===== config.mk =====
export PLATFORM = sky130hd
export DESIGN_NAME = pipeline_trace_buffer
export DESIGN_NICKNAME = d
export VERILOG_FILES = /design/src/rtl/pipeline_trace_buffer.sv
export SDC_FILE = /design/constraint.sdc
export NUM_CORES = 2
export LEC_CHECK = 0
export CAP_MARGIN = 0
export CORE_MARGIN = 3
export CORE_UTILIZATION = 52
export CTS_CLUSTER_SIZE = 8
export DETAILED_ROUTE_END_ITERATION = 10
export PLACE_DENSITY = 0.73
export SYNTH_ARGS = -nofsm -noshare
export SYNTH_HDL_FRONTEND = slang
export SYNTH_SLANG_ARGS = --single-unit

===== constraint.sdc =====
create_clock -name clk -period 3.5 [get_ports clk]
set_clock_uncertainty 0.1 [all_clocks]
set_input_delay 0.875 -clock clk [delete_from_list [all_inputs] [get_ports clk]]
set_output_delay 0.875 -clock clk [all_outputs]
set_load 0.03 [all_outputs]

===== src/rtl/pipeline_trace_buffer.sv =====
// Fetch-stage trace capture into a DEPTH-entry ring with a PC trigger and post-trigger window.
// Writes land on the sampling edge. Oldest-first drain in DONE, one entry per rd_valid&rd_ready cycle.
module pipeline_trace_buffer #(
  parameter int ADDR_W    = 32,
  parameter int INSTR_W   = 32,
  parameter int DEPTH     = 16,
  parameter int TS_W      = 16,
  parameter int POST_TRIG = 4
) (
  input  logic                     clk,
  input  logic                     reset,
  input  logic                     arm,
  input  logic                     stop,
  input  logic                     sample_valid,
  input  logic [ADDR_W-1:0]        pc_in,
  input  logic [INSTR_W-1:0]       instr_in,
  input  logic                     trig_en,
  input  logic [ADDR_W-1:0]        trig_pc,
  output logic                     rd_valid,
  input  logic                     rd_ready,
  output logic [ADDR_W-1:0]        rd_pc,
  output logic [INSTR_W-1:0]       rd_instr,
  output logic [TS_W-1:0]          rd_ts,
  output logic [$clog2(DEPTH):0]   count,
  output logic                     overflow,
  output logic [1:0]               state
);

  localparam int AW = $clog2(DEPTH);
  localparam int CW = AW + 1;

  typedef enum logic [1:0] {
    IDLE    = 2'd0,
    CAPTURE = 2'd1,
    POST    = 2'd2,
    DONE    = 2'd3
  } state_t;

  state_t cur, nxt;

  logic [ADDR_W-1:0]  pc_mem    [DEPTH];
  logic [INSTR_W-1:0] instr_mem [DEPTH];
  logic [TS_W-1:0]    ts_mem    [DEPTH];

  logic [AW-1:0]   wptr, rptr;
  logic [AW-1:0]   post_cnt;
  logic [TS_W-1:0] ts;
  logic            capturing, wr, trig_hit, pop, full;

  assign capturing = (cur == CAPTURE) || (cur == POST);
  assign wr        = capturing && sample_valid && !arm;
  assign trig_hit  = (cur == CAPTURE) && trig_en && sample_valid && (pc_in == trig_pc);
  assign pop       = (cur == DONE) && (count != '0) && rd_ready && !arm;
  assign full      = (count == CW'(DEPTH));

  assign rd_valid = (cur == DONE) && (count != '0);
  assign rd_pc    = pc_mem[rptr];
  assign rd_instr = instr_mem[rptr];
  assign rd_ts    = ts_mem[rptr];
  assign state    = cur;

  always_ff @(posedge clk or negedge reset) begin
    if (!reset) cur <= IDLE;
    else        cur <= nxt;
  end

  // stop outranks a same-cycle trigger; the sample itself is still written
  always_comb begin
    nxt = cur;
    if (arm) begin
      nxt = CAPTURE;
    end else begin
      case (cur)
        CAPTURE: begin
          if (stop)          nxt = DONE;
          else if (trig_hit) nxt = (POST_TRIG == 0) ? DONE : POST;
        end
        POST: begin
          if (stop || (wr && post_cnt == AW'(1))) nxt = DONE;
        end
        DONE: begin
          if (pop && count == CW'(1)) nxt = IDLE;
        end
        default: nxt = cur;
      endcase
    end
  end

  always_ff @(posedge clk or negedge reset) begin
    if (!reset) begin
      ts       <= '0;
      wptr     <= '0;
      rptr     <= '0;
      count    <= '0;
      overflow <= 1'b0;
      post_cnt <= '0;
    end else if (arm) begin
      ts       <= '0;
      wptr     <= '0;
      rptr     <= '0;
      count    <= '0;
      overflow <= 1'b0;
      post_cnt <= '0;
    end else begin
      if (capturing) ts <= ts + TS_W'(1);
      if (wr) begin
        wptr <= wptr + AW'(1);
        // a full ring drops its oldest entry so the read side tracks the new oldest
        if (full) begin
          overflow <= 1'b1;
          rptr     <= rptr + AW'(1);
        end else begin
          count <= count + CW'(1);
        end
      end else if (pop) begin
        rptr  <= rptr + AW'(1);
        count <= count - CW'(1);
      end
      if (trig_hit && !stop)    post_cnt <= AW'(POST_TRIG);
      else if (cur == POST && wr) post_cnt <= post_cnt - AW'(1);
    end
  end

  always_ff @(posedge clk or negedge reset) begin
    if (!reset) begin
      for (int i = 0; i < DEPTH; i++) begin
        pc_mem[i]    <= '0;
        instr_mem[i] <= '0;
        ts_mem[i]    <= '0;
      end
    end else if (wr) begin
      pc_mem[wptr]    <= pc_in;
      instr_mem[wptr] <= instr_in;
      ts_mem[wptr]    <= ts;
    end
  end

endmodule


==> metrics.yaml <==
placed_design:
  pre_cts_ws_ns: 0.0101
  place_congestion: 0.778
  hpwl_um: 86000
  portBuffers: 191
  dp.cells: 5156
logic_synthesis:
  synth_edf_count: 0
  yosys.cell_types.count: 44
  yosysSeqAreaShare_pct: 55.4
  synth_seq_cells: 1316
  syn-cell-area_um2: 59400
  synth_nets: 3701
  ys_warn_count: 0
  synth.most_common_cell: "dfrtp_1"
  yosysTopAreaCell: "dfrtp_1"
  synth_common_cells: "dfrtp_1 (1316), mux2_2 (1270), mux4_2 (400)"
  synth_top_area_share_pct: 55.4
  ys.flop_type: "dfrtp_1"
  ys_top_cells_by_area: "dfrtp_1 (55%), mux2_2 (24%), mux4_2 (15%), buf_2 (1.3%), clkbuf_1 (0.93%)"
  postSynthAreaPerCell_um2: 16.6
  async_flop_share_pct: 100
  synthCells: 3582
clock_network:
  clk_latency_ns: 0.77
  cts_tree: "built"
  clkSinkCount: 1316
  clk_pin_slew_ns: 0.05
  cts_buffer_depth: 3
  numCtsBuffers: 182
  cts_root_buffer: "clkbuf_16"
  htreeDepth: 4
sta:
  slew_viol_final: 0
  tightest_slew_ns: 0.773
  slew_headroom_pct: 48.5
  rsz0062_at_grt: "yes"
  setup_viol: 80
  timing.final.ws_setup_ns: -0.494
  period_share_pct: 114
  hold_viol_final: 0
  max_freq_mhz: 250
  period_minus_slack_ns: 3.99
  fin_hold_ws_ns: 0.377
pwr:
  seq_power_share_pct: 37.8
  intPower_mw: 33.0
  power_frac_clock_pct: 33.7
  p_switching_mw: 13.4
  power_density_nw_per_um2: 659
  vdd_drop_max_v: 0.000498
  sw_frac_of_total_pct: 28.9
  comb_power_share_pct: 28.5
  finalPower_mw: 46.4
  leakage_nw: 33.5
critical_path:
  crit_fanout: 10
  critPathCaptureType: "primary output"
  crit_arrival_ns: 3.02
  critPathRequiredTime_ns: 2.52
  crit_type: "reg -> out"
  cp-start-kind: "register"
route:
  drt_pass1_iterations: 7
  post_drt_wl_per_cell_um: 27.6
  vias: 33300
  routed_wl_um: 150000
  drtIter0Drc: 1979
  drc: 0
  ant_nets: 0
  via_per_inst: 6.15
floorplanning:
  io_pins: 192
  core_um2: 113000
  initial_utilization_pct: 52.6
  dieArea_um2: 118000
  die_h_um: 344
  row_count: 123
  fp.dieW_um: 344
hold_path:
  hp-class: "reg -> reg"
cells_and_area:
  regArea_um2: 32900
  nFillCells: 8152
  fin_nets: 4008
  drive_gt1_share_pct: 57.1
  multi_input_area_um2: 25100
  synthToLayoutAreaGrowth_pct: 18.5
  final_util_pct: 62.3
  fin_cells: 5412
grt:
  globalRouteMet3Util_pct: 4.87
  use_met2_pct: 41.6
  grt_max_degree: 108
  grt_pass1_vias: 36200
  grt_overflow: 0
  grt_pass1_wl_um: 228000
  busiest_layer: "met2"
  grt_util_met1_pct: 35.1
  antenna_found_initial: 5
  grt.total_usage_pct: 25.9
run:
  cap_violations: 0
outcome:
  violations: "negative setup slack"
  status: "finished, violations left"
==> stage by stage <==
step,setup TNS [ns],instance area [um^2]
floorplan,0,59400
global placement,-0.159,64200
finish,-32.71,70400
global route,-39.05,70400
CTS,-37.38,70200
detailed placement,0,64200
==> power groups by stage <==
stage	combinational, mW	sequential (mW)	clock [mW]
CTS	13.2	17.5	16.0
floorplan	7.69	17.5	0
detailed placement	11.7	17.7	0
global placement	11.5	17.7	0
global route	14.0	17.7	16.6
finish	13.2	17.5	15.6
==> layout make-up <==
type | count | share of cell area (%)
multi-input cells | 1928 | 35.7
diodes | 5 | 0.0178
clock inverters | 7 | 0.130
inverters | 15 | 0.0800
clock buffers | 195 | 6.79
repair buffers | 446 | 7.85
flip-flops and latches | 1316 | 46.8
well taps | 1500 | 2.67
==> cell families after synthesis <==
group | share of synthesized area (%)
flops | 55.4
simple gates | 1.21
mux | 39.2
xor+xnor | 0.825
compound gates | 0.417
buf+inv | 2.56
fa+ha+maj | 0.337
==> state kept, by name, summed over array words and instances, names as in the netlist <==
signal and count:
overflow 1, wptr 4, state 2, post_cnt 4, count 5, instr_mem 512, ts_mem 256, rptr 4
ts 16, pc_mem 512
==> layout by cell type (no fill, tap or decap), types with 4 or more instances in the layout <==
| cell | instances |
|---|---|
| dfrtp_1 | 1312 |
| mux2_2 | 1270 |
| mux4_2 | 400 |
| clkbuf_16 | 195 |
| buf_4 | 149 |
| clkdlybuf4s50_1 | 108 |
| buf_12 | 83 |
| buf_6 | 70 |
| nor2_1 | 34 |
| xor2_1 | 34 |
| nand2_1 | 31 |
| xnor2_1 | 22 |
| buf_16 | 22 |
| o21ai_0 | 20 |
| ha_1 | 16 |
| inv_1 | 15 |
| nand2_4 | 12 |
| nor4_1 | 12 |
| a21oi_1 | 12 |
| nand3_1 | 11 |
| nand4_1 | 10 |
| nor2b_1 | 7 |
| diode_2 | 5 |
| nor3b_2 | 5 |
| nor3_1 | 5 |
| inv_6 | 4 |
| clkbuf_1 | 4 |
| buf_8 | 4 |
| dfrtp_4 | 4 |
==> worst paths after layout <==
check | start | end | slack, ns | cells after the start
min in group asynchronous | reset | instr_mem[477] | 0.60 | 2
max in group asynchronous | reset | instr_mem[466] | 1.62 | 3
worst max register to register | state[1] | instr_mem[480] | 0.48 | 6
worst min register to register | ts_mem[254] | ts_mem[254] | 0.38 | 2
worst max-delay path | rptr[0] | rd_instr[19] | -0.49 | 6
worst min-delay path | ts_mem[254] | ts_mem[254] | 0.38 | 2
==> critical path, cell delays in order, from the launching register on <==
cell and delay, ns:
dfrtp_4 0.46, buf_6 0.15, buf_12 0.20, buf_16 0.17, mux4_2 0.50, mux4_2 0.57
buf_6 0.18
==> what timing repair did <==
item | 4_1_cts | 5_1_grt
endpoints found under the setup margin | 81 | 81
setup buffers | 26 | 8
hold buffers | 1 | 0
gates cloned | 13 | 5
endpoints found under the hold margin | 64 | 0
resized for setup | 145 | 17
==> layer usage <==
layer | share of wire (%) | up-vias
met3 | 4.9 | 289
met1 | 43 | 18200
met2 | 48 | 854
li1 | - | 14000
met4 | 3.7 | 2
met5 | 0.0087 | -
Power figures use the tool's default switching activity.
